## src/rtl/sha256_compress.sv

```systemverilog
// sha256_compress: iterative SHA-256 block compression, one round per clock,
// with internal message schedule and chaining state H0..H7.
module sha256_compress (
    input  logic         clk,
    input  logic         rst,
    input  logic         init,
    input  logic         block_valid,
    output logic         block_ready,
    input  logic [511:0] block,
    output logic [5:0]   k_addr,
    input  logic [31:0]  k_in,
    output logic         digest_valid,
    output logic [255:0] digest
);
    typedef enum logic [1:0] {IDLE, ROUNDS, FINAL} state_t;

    localparam logic [0:7][31:0] IV = {
        32'h6a09e667, 32'hbb67ae85, 32'h3c6ef372, 32'ha54ff53a,
        32'h510e527f, 32'h9b05688c, 32'h1f83d9ab, 32'h5be0cd19
    };

    state_t            state_q, state_d;
    logic [5:0]        t_q, t_d;
    logic [0:7][31:0]  hh_q, hh_d;
    logic [0:7][31:0]  v_q, v_d;
    logic [0:15][31:0] w_q, w_d;
    logic              dv_q, dv_d;
    logic [31:0]       t1, t2, wn;

    function automatic logic [31:0] rotr(input logic [31:0] x, input int n);
        return (x >> n) | (x << (32 - n));
    endfunction

    // v_q holds a..h at indices 0..7
    always_comb begin
        t1 = v_q[7] + (rotr(v_q[4], 6) ^ rotr(v_q[4], 11) ^ rotr(v_q[4], 25))
           + ((v_q[4] & v_q[5]) ^ (~v_q[4] & v_q[6])) + k_in + w_q[0];
        t2 = (rotr(v_q[0], 2) ^ rotr(v_q[0], 13) ^ rotr(v_q[0], 22))
           + ((v_q[0] & v_q[1]) ^ (v_q[0] & v_q[2]) ^ (v_q[1] & v_q[2]));
        wn = (rotr(w_q[14], 17) ^ rotr(w_q[14], 19) ^ (w_q[14] >> 10)) + w_q[9]
           + (rotr(w_q[1], 7) ^ rotr(w_q[1], 18) ^ (w_q[1] >> 3)) + w_q[0];
    end

    always_comb begin
        state_d = state_q;
        t_d     = t_q;
        hh_d    = hh_q;
        v_d     = v_q;
        w_d     = w_q;
        dv_d    = dv_q;
        case (state_q)
            IDLE: if (block_valid) begin
                state_d = ROUNDS;
                t_d     = 6'd0;
                dv_d    = 1'b0;
                hh_d    = init ? IV : hh_q;
                v_d     = init ? IV : hh_q;
                for (int i = 0; i < 16; i++) w_d[i] = block[511 - 32*i -: 32];
            end
            ROUNDS: begin
                v_d     = {t1 + t2, v_q[0], v_q[1], v_q[2], v_q[3] + t1, v_q[4], v_q[5], v_q[6]};
                w_d     = {w_q[1:15], wn};
                t_d     = t_q + 6'd1;
                state_d = (t_q == 6'd63) ? FINAL : ROUNDS;
            end
            FINAL: begin
                for (int i = 0; i < 8; i++) hh_d[i] = hh_q[i] + v_q[i];
                dv_d    = 1'b1;
                state_d = IDLE;
            end
            default: state_d = IDLE;
        endcase
    end

    always_ff @(posedge clk or posedge rst) begin
        if (rst) begin
            state_q <= IDLE;
            t_q     <= 6'd0;
            hh_q    <= IV;
            v_q     <= '0;
            w_q     <= '0;
            dv_q    <= 1'b0;
        end else begin
            state_q <= state_d;
            t_q     <= t_d;
            hh_q    <= hh_d;
            v_q     <= v_d;
            w_q     <= w_d;
            dv_q    <= dv_d;
        end
    end

    assign block_ready  = (state_q == IDLE);
    assign k_addr       = t_q;
    assign digest_valid = dv_q;
    assign digest       = hh_q;
endmodule

```

## config.mk

```make
export PLATFORM = sky130hd
export DESIGN_NAME = sha256_compress
export DESIGN_NICKNAME = d
export VERILOG_FILES = /design/src/rtl/sha256_compress.sv
export SDC_FILE = /design/constraint.sdc
export NUM_CORES = 2
export LEC_CHECK = 0
export ABC_AREA = 1
export CAP_MARGIN = 10
export CORE_ASPECT_RATIO = 2
export CORE_MARGIN = 5
export CORE_UTILIZATION = 35
export DETAILED_ROUTE_END_ITERATION = 10
export GPL_ROUTABILITY_DRIVEN = 0
export SLEW_MARGIN = 15
export SYNTH_ARGS = -nofsm -noshare
export SYNTH_HDL_FRONTEND = slang
export SYNTH_SLANG_ARGS = --single-unit
```

## constraint.sdc

```tcl
create_clock -name clk -period 72.9 [get_ports clk]
set_clock_uncertainty 0.15 [all_clocks]
set_input_delay 14.58 -clock clk [delete_from_list [all_inputs] [get_ports clk]]
set_output_delay 14.58 -clock clk [all_outputs]
set_load 0.03 [all_outputs]
```

==> summary.txt <==
Status
  – Status: finished clean

Synth
  – Mapped Area: 0.0783 mm²
  – Unique masters post-synth: 57
  – Sequential element share of the synthesized area: 33.2%
  – Post-synth EDFFs: 0
  – Area share of the largest cell type after synthesis: between 20 and 30%
  – #FFs+latches synth: 1033
  – Syn Area/Cell: 7.09 µm²
  – Synth area leader: dfrtp_1
  – Cells after synthesis: 11000
  – Async SR Flop Fraction: 100%
  – Area contributors post-synth: dfrtp_1 29%, nand2_1 10%, a21oi_1 8.4%
  – Primary FF master, synth: dfrtp_1
  – Syn. warnings: 0
  – Synthesized Nets: 12200

Clock tree
  – Post-CTS Hold Fix Bufs: 0
  – CTS sink cnt: between 1000 and 1500
  – Inserted Clock Buffers: roughly 100
  – # H-tree levels: 3
  – TritonCTS clock tree: built
  – Worst-Skew Late Latency: 0.76 ns
  – CTS Buffer Depth: 3
  – Root buffer cell: clkbuf_16
  – Clock slew at reported path FFs: roughly 0.080 ns
  – Post-CTS Setup Bufs: 0
  – Post_cts resized: 0

Timing
  – Final min period: 20.49 ns
  – Rel. slew slack: between 10 and 15%
  – Max Slew Vio Count: 0
  – Slack of the critical path: 52.41 ns
  – Fmax: 48.8 MHz
  – Final-report setup violation count: 0
  – RSZ-0062 raised after global routing: no
  – Final hold viol count: 0
  – Setup_tns: 0 ns
  – Actual slew at the worst max-slew pin: 1.26 ns
  – Period utilization: between 20% and 30%

Setup path
  – WS Path Type: input pin to flop
  – Critical path capture point type: flop
  – Critical Path Source Type: input pin
  – CP required: about 73 ns
  – Reg2Reg Setup Slack: 66.02 ns
  – Arr. time, crit path: 21.02 ns
  – Crit path max fanout: 5

Detailed routing
  – Detailed Route WL: around 410000 µm
  – WL per Instance: about 28 µm
  – DR pass1 iterations: 10
  – Vias after detailed routing: 83700
  – DR iter-0 viols: 8738
  – Vias/cell: 5.74
  – # DRC: 0
  – Routed Antenna Nets: 0

Cells and area
  – Layout Area Growth over Synthesis: 17.7%
  – Fill count: around 23000
  – Final core occ: 41.4%
  – Final std cells w/o fill: 14600
  – Layout cells sized above 1: 3.84%
  – Nets@finish: 12600

Global route
  – Vias in the first global route: about 82000
  – Initial antenna violation count: 47
  – Grt ovf: 0
  – Met1 GRT Util: 35.4%
  – First-pass GRT wire length: between 500000 and 600000 µm
  – Global routing's busiest layer: met2
  – Met2 GRT Util: a little under three fifths
  – Largest net degree at the start of global routing: 217
  – Met3 Use GR: 8.33%
  – Overall routing resource usage: approximately a third

Floorplan
  – Row cnt: around 250
  – Die X: 344 µm
  – Starting Density: 35.2%
  – Die Area: ~0.23 mm²
  – Core area: around 0.22 mm²
  – Die extent in y: 679 µm
  – Io pins: 812

Run
  – Max_cap viols: 0

Placement
  – Final HPWL DP: ~310000 µm
  – Pre-CTS setup slack: 51.83 ns
  – Placed insts: 14300
  – IO Port Bufs: 811

Worst hold path
  – Worst hold path type: flop to flop
## flip-flops by register name (all words and copies together) (netlist names)
| register | cells |
|---|---|
| v_q | 256 |
| w_q | 512 |
| state_q | 2 |
| digest | 256 |
| k_addr | 6 |
| digest_valid | 1 |
## Yosys cell counts (5+ instances only)
cell,count
nand2_1,2106
a21boi_0,32
a31o_2,7
nand3b_1,23
dfrtp_1,897
fa_1,195
nor4_1,13
dfstp_2,136
nor2_1,1275
o21ai_0,1243
buf_1,35
o21ai_1,32
xor2_1,198
o32ai_1,5
o22ai_1,136
nor3_1,147
o31ai_1,18
o211ai_1,42
a31oi_1,67
or2_2,16
inv_2,7
a21oi_1,1309
nor3b_1,6
ha_1,373
inv_1,1291
a221oi_1,6
a21o_1,20
xnor2_1,174
a22oi_1,12
o21bai_1,56
nand4_1,122
o21a_1,23
buf_2,192
a22o_1,14
o221ai_1,26
nand3_1,417
clkbuf_1,340
## layout by cell type (no fill, tap or decap), types with 43 or more instances in the layout
master,netlist,layout
o21ai_0,1243,1232
o21bai_1,56,56
ha_1,373,373
fa_1,195,195
nand2_1,2106,2106
nand4_1,122,122
inv_1,1291,1287
xor2_1,198,198
o22ai_1,136,136
o21ai_1,32,43
buf_4,2,84
clkbuf_16,0,104
dfstp_2,136,136
a31oi_1,67,67
nor2_1,1275,1274
nand3_1,417,417
dfrtp_1,897,897
nor3_1,147,147
xnor2_1,174,174
clkdlybuf4s50_1,0,810
a21oi_1,1309,1309
## logic make-up (layout without fill, tap and decap cells)
kind of cell             Yosys count  count (layout)  synth area share, %
XOR/XNOR                         372             372                 4.16
buffers and inverters           1870            2391                 9.31
other                              0              30                    0
multiplexers                       3               3               0.0384
flip-flops                      1033            1033                 33.2
adder cells (fa/ha/maj)          569             569                 11.0
AND/OR/NAND/NOR                 4143            4143                 21.5
AO/OA/AOI/OAI                   3058            3058                 20.8
## routing by layer
metal,vias up,part of all wire [%]
met5,-,0.099
met4,32,13
met3,1799,9.6
met2,5235,46
met1,39300,32
li1,37300,-
## worst max-delay path, cell delays in order
cell             delay, ns
clkdlybuf4s50_1       0.46
inv_1                 0.09
fa_1                  0.56
fa_1                  0.43
fa_1                  0.43
inv_1                 0.07
ha_1                  0.17
inv_1                 0.08
fa_1                  0.49
xnor2_1               0.85
inv_1                 0.16
fa_1                  0.53
inv_1                 0.06
ha_1                  0.34
inv_1                 0.08
nor3_1                0.44
a21oi_1               0.23
o21ai_1               0.37
nand3_1               0.12
nand3_1               0.21
nor2_1                0.07
o21bai_1              0.13
inv_1                 0.05
## cell type report
| type | count | area (µm²) | area share (%) |
|---|---|---|---|
| diodes | 30 | 75.1 | 0.0814 |
| multi-input cells | 8145 | 45000 | 48.8 |
| inverters | 1298 | 4900 | 5.32 |
| clock inverters | 56 | 722 | 0.783 |
| well taps | 2964 | 3710 | 4.02 |
| flip-flops and latches | 1033 | 26000 | 28.2 |
| clock buffers | 135 | 2850 | 3.09 |
| repair buffers | 902 | 8900 | 9.65 |
## path summary, 6_finish.rpt
check / start / endpoint / cells after the start
min: w_q[346] / w_q[346] / 2
max in group asynchronous: rst / digest[41] / 6
max reg2reg: v_q[122] / v_q[249] / 22
min in group asynchronous: rst / digest[228] / 2
max: k_in[1] / v_q[249] / 23
min reg2reg: w_q[346] / w_q[346] / 2
## metrics by stage
step                      cell area, µm²  hold WS, ns
final                              92200        0.336
after global routing               92100        0.355
after CTS                          92000        0.340
after detailed placement           88500        0.324
after global placement             88500        0.316
after floorplan                    78300        0.300
Power is not shown: default switching activity piles up to over one toggle a cycle in this logic, so the estimate is an artifact.
